File: src/rtl/fifo_wr_arbiter.sv
// Round-robin write arbiter: grants one requester at a time into a shared sync FIFO,
// spacing grants three cycles apart so the FIFO full flag is always current when sampled.
module fifo_wr_arbiter #(
    parameter int DATA_WIDTH = 32,
    parameter int N_REQ      = 4
) (
    input  logic                        clk_i,
    input  logic                        rst_i,
    input  logic [N_REQ-1:0]            req_i,
    input  logic [N_REQ*DATA_WIDTH-1:0] data_i,
    output logic [N_REQ-1:0]            ack_o,
    output logic                        fifo_w_en_o,
    output logic [DATA_WIDTH-1:0]       fifo_data_o,
    input  logic                        fifo_full_i,
    output logic                        busy_o,
    output logic [15:0]                 wr_count_o
);

    localparam int IDX_W = (N_REQ > 1) ? $clog2(N_REQ) : 1;

    typedef enum logic [1:0] {
        IDLE,
        ISSUE,
        SETTLE
    } state_t;

    state_t           state;
    logic [IDX_W-1:0] last_grant;
    logic             grant_valid;
    logic [IDX_W-1:0] grant_idx;

    // Search downward in offset so the requester closest after last_grant is assigned last and wins.
    always_comb begin
        int cand;
        cand        = 0;
        grant_valid = 1'b0;
        grant_idx   = last_grant;
        for (int i = N_REQ; i >= 1; i--) begin
            cand = int'(last_grant) + i;
            if (cand >= N_REQ) begin
                cand = cand - N_REQ;
            end
            if (req_i[cand]) begin
                grant_valid = 1'b1;
                grant_idx   = IDX_W'(cand);
            end
        end
    end

    always_ff @(posedge clk_i) begin
        if (rst_i) begin
            state       <= IDLE;
            fifo_w_en_o <= 1'b0;
            ack_o       <= '0;
            fifo_data_o <= '0;
            last_grant  <= IDX_W'(N_REQ - 1);
            wr_count_o  <= 16'd0;
            busy_o      <= 1'b0;
        end else begin
            case (state)
                IDLE: begin
                    if (grant_valid && !fifo_full_i) begin
                        fifo_data_o <= data_i[int'(grant_idx)*DATA_WIDTH +: DATA_WIDTH];
                        fifo_w_en_o <= 1'b1;
                        ack_o       <= N_REQ'(1) << grant_idx;
                        last_grant  <= grant_idx;
                        wr_count_o  <= wr_count_o + 16'd1;
                        busy_o      <= 1'b1;
                        state       <= ISSUE;
                    end
                end
                ISSUE: begin
                    fifo_w_en_o <= 1'b0;
                    ack_o       <= '0;
                    state       <= SETTLE;
                end
                // The FIFO commits the write during this cycle; requests are not looked at.
                SETTLE: begin
                    busy_o <= 1'b0;
                    state  <= IDLE;
                end
                default: begin
                    fifo_w_en_o <= 1'b0;
                    ack_o       <= '0;
                    busy_o      <= 1'b0;
                    state       <= IDLE;
                end
            endcase
        end
    end

endmodule

File: config.mk
export PLATFORM = sky130hd
export DESIGN_NAME = fifo_wr_arbiter
export DESIGN_NICKNAME = d
export VERILOG_FILES = /design/src/rtl/fifo_wr_arbiter.sv
export SDC_FILE = /design/constraint.sdc
export NUM_CORES = 1
export LEC_CHECK = 0
export CAP_MARGIN = 20
export CORE_MARGIN = 1.5
export CORE_UTILIZATION = 30
export CTS_CLUSTER_DIAMETER = 150
export DETAILED_ROUTE_END_ITERATION = 16
export GPL_ROUTABILITY_DRIVEN = 0
export GPL_TIMING_DRIVEN = 1
export PLACE_DENSITY = 0.75
export SYNTH_ARGS = -nofsm -noshare
export SYNTH_HDL_FRONTEND = slang
export SYNTH_SLANG_ARGS = --single-unit
File: constraint.sdc
create_clock -name clk_i -period 1.82 [get_ports clk_i]
set_input_delay 0.364 -clock clk_i [delete_from_list [all_inputs] [get_ports clk_i]]
set_output_delay 0.364 -clock clk_i [all_outputs]
set_load 0.1 [all_outputs]
==> metrics.txt <==
result of the run finished with violations; startpoint class of the critical path flip-flop; total leakage power 2.870 nW; class of the tightest hold or removal check flip-flop to flip-flop; I/O pin total 189; clock skew after layout 5.014 ps; CTS Buf Count 9; Longest Clk Path Bufs 2; fraction of layout cells with a size suffix above 1 36.86%; Worst-Margin Slew 493.9 ps; pwr dens 789.0 nW/µm²; count of unique library cells instantiated by Yosys 50; most used standard cell by instance count after synthesis sky130_fd_sc_hd__dfxtp_1; Syn Nets 544; violated checks negative setup slack; via count of the first global-routing pass 4263; post-route clock period utilization 100.3%; Worst Setup End Kind flip-flop; ANT nets after route 0; count of synthesis-stage warnings from yosys 0; Area contributors post-synth sky130_fd_sc_hd__dfxtp_1 30%, sky130_fd_sc_hd__o211ai_2 9.8%, sky130_fd_sc_hd__mux2i_1 9.1%, sky130_fd_sc_hd__and4_1 7.3%, sky130_fd_sc_hd__o21ai_2 6.8%; Clock Tree Root sky130_fd_sc_hd__clkbuf_16; effective utilization at floorplan 30.52%; maximum number of pins on one net before global-route repair 31; sequential area share after synthesis 30.27%; netlist area before placement 3836 µm²; maximum capacitance violations 0; required time reported for the critical path endpoint 2040 ps; final standard cell count with taps included and fillers excluded 796; post-layout worst setup margin -5.520 ps; post-layout net count 755; total of buffers placed on input and output ports 188; leading cell types by count after synthesis 58 x sky130_fd_sc_hd__dfxtp_1, 41 x sky130_fd_sc_hd__nand2_1, 35 x sky130_fd_sc_hd__mux2i_1; HPWL after detailed placement 9996 µm; largest driver fanout on the critical path 6; cell type contributing the most total cell area after synthesis sky130_fd_sc_hd__dfxtp_1; register bit count reported by yosys 58; Area growth syn-to-layout 92.50%; average footprint of a synthesized cell 9.402 µm²; Site Rows 41; Async S/R FF share, synth 0%; final routed wirelength across all metal layers 14300 µm; number of violations reported at the end of detailed-routing iteration 0 229; TritonCTS clock tree yes; Gate Count Post-Synth 408; CP Class flip-flop to flip-flop; chip width 116.1 µm; area fraction of the dominant cell type after synthesis 30.27%; normalized max-slew margin 66.82%; final antenna diode count 0; # clock sinks 58; total met3 wirelength after detailed routing 1119 µm; commonest register cell after synthesis sky130_fd_sc_hd__dfxtp_1; Vert. Die Dim 116.1 µm; Cell Count Post-Placement 766; Met1 Wirelength 5371 µm; highest metal layer with signal wires met4; overall routing resource usage 20.64%; average routed wire per standard cell 17.97 µm; Period minus WS final 1826 ps; global-route wire length before repair 21270 µm; number of filler instances in the final layout 996; insertion delay of the later-clocked pin in the worst-skew pair 340 ps; per-cell via count in the routed design 5.225; antenna violations before repair 0; hold bufs inserted after CTS 0; EDFF count, synth 0; area of the core 12570 µm²; Die Outline Area 13470 µm²; clock slew at the register clock pins of the worst setup and hold paths 60 ps; arrival time of the worst setup path 2040 ps; first-pass iteration count of the detailed router 4; endpoints failing hold 0; setup violation total in the final timing report 1; highest achievable clock rate 547.8 MHz; total number of H-tree levels 3; setup slack after placement -477.0 ps; Max Slew Vio Count 0; overall overflow remaining after global route 0; detailed-route via count 4159; detailed-route DRC error count 0; routed length on met2 7425 µm; setup repair after global routing missed its margin yes; Max rail drop VDD 400.9 µV
-- cell usage in the layout, fill, tap and decap left out, types with 4 or more instances in the layout --
master,Yosys,routed
sky130_fd_sc_hd__mux2i_2,0,9
sky130_fd_sc_hd__nand4_1,4,4
sky130_fd_sc_hd__nand2b_1,5,4
sky130_fd_sc_hd__mux2i_4,0,6
sky130_fd_sc_hd__buf_12,0,64
sky130_fd_sc_hd__xnor2_1,5,5
sky130_fd_sc_hd__inv_1,4,4
sky130_fd_sc_hd__a21oi_1,4,4
sky130_fd_sc_hd__nand3_1,6,6
sky130_fd_sc_hd__dfxtp_2,0,11
sky130_fd_sc_hd__nor2_1,31,28
sky130_fd_sc_hd__dfxtp_1,58,45
sky130_fd_sc_hd__and4_1,32,32
sky130_fd_sc_hd__o211ai_2,30,30
sky130_fd_sc_hd__xor2_1,10,10
sky130_fd_sc_hd__mux2i_1,35,20
sky130_fd_sc_hd__o31a_1,30,30
sky130_fd_sc_hd__buf_6,4,8
sky130_fd_sc_hd__o21ai_2,30,29
sky130_fd_sc_hd__buf_4,3,29
sky130_fd_sc_hd__clkdlybuf4s50_1,0,129
sky130_fd_sc_hd__nor3_1,4,4
sky130_fd_sc_hd__clkbuf_16,0,12
sky130_fd_sc_hd__nand2_1,41,40
-- worst max-delay path, stage by stage, from the launching register on --
cell and delay, ps:
sky130_fd_sc_hd__dfxtp_4 390, sky130_fd_sc_hd__mux2i_4 290, sky130_fd_sc_hd__nor2_4 70, sky130_fd_sc_hd__nor3_4 230
sky130_fd_sc_hd__buf_6 170, sky130_fd_sc_hd__clkbuf_16 190, sky130_fd_sc_hd__mux2i_2 270, sky130_fd_sc_hd__o211ai_2 90
-- routing by layer --
layer,global-route usage [%],up-vias
met5,0,-
met4,7.886,0
met3,6.224,27
met2,37.61,191
met1,22.42,1985
li1,-,1956
-- power by group --
part	internal, mW	switching [mW]
registers	1.38	0.135
logic	1.17	1.39
clock network	1.10	0.656
-- state kept, by name, indices dropped and copies added, names as in the netlist --
name and cells:
fifo_data_o 32, wr_count_o 16, ack_o 4, last_grant 2, state 2, busy_o 1, fifo_w_en_o 1
-- area by class of cell --
| cell class | count | area, µm² | area share (%) |
|---|---|---|---|
| Clock buffer | 10 | 239.0 | 3.236 |
| Clock inverter | 6 | 66.31 | 0.8980 |
| Inverter | 5 | 18.77 | 0.2542 |
| Multi-Input combinational cell | 305 | 2601 | 35.23 |
| Sequential cell | 58 | 1182 | 16.01 |
| Tap cell | 172 | 215.2 | 2.914 |
| Timing Repair Buffer | 240 | 3062 | 41.46 |
-- logic make-up (layout without fill, tap and decap cells) --
| family | count (synthesis) | count (layout) | share of synthesized area (%) |
|---|---|---|---|
| simple gates | 141 | 141 | 21.98 |
| compound gates | 113 | 113 | 28.18 |
| flops | 58 | 58 | 30.27 |
| buf+inv | 45 | 261 | 6.686 |
| mux | 35 | 35 | 9.133 |
| xor+xnor | 15 | 15 | 3.425 |
| fa+ha+maj | 1 | 1 | 0.3261 |
-- repair_timing --
| action | CTS | global route |
|---|---|---|
| setup endpoints to repair | 36 | 41 |
| cloned | 2 | 4 |
| gates resized for setup | 19 | 41 |
| buffers inserted | 2 | 6 |
| pin swaps | 1 | 8 |
-- per-stage QoR --
stage / total power, mW / hold WS [ps] / setup TNS [ps] / util, % / instance area, µm²
after global placement: 3.830 / 453.4 / -17870 / 52.84 / 6641
after CTS: 5.722 / 471.9 / 0 / 56.27 / 7072
after detailed placement: 3.868 / 464.6 / -19910 / 52.84 / 6641
after floorplan: 2.866 / 426.6 / -15.66 / - / 3850
after global routing: 6.043 / 509.0 / -1167 / 58.76 / 7385
final: 5.827 / 479.6 / -5.520 / 58.76 / 7385
-- final timing paths --
path                 start        endpoint  slack (ps)  depth (start not counted)
max          last_grant[1]  fifo_data_o[6]          -6                          7
min               state[1]        state[1]         480                          1
max reg2reg  last_grant[1]  fifo_data_o[6]          -6                          7
min reg2reg       state[1]        state[1]         480                          1
Note: power is estimated with default switching activity, not from simulation.
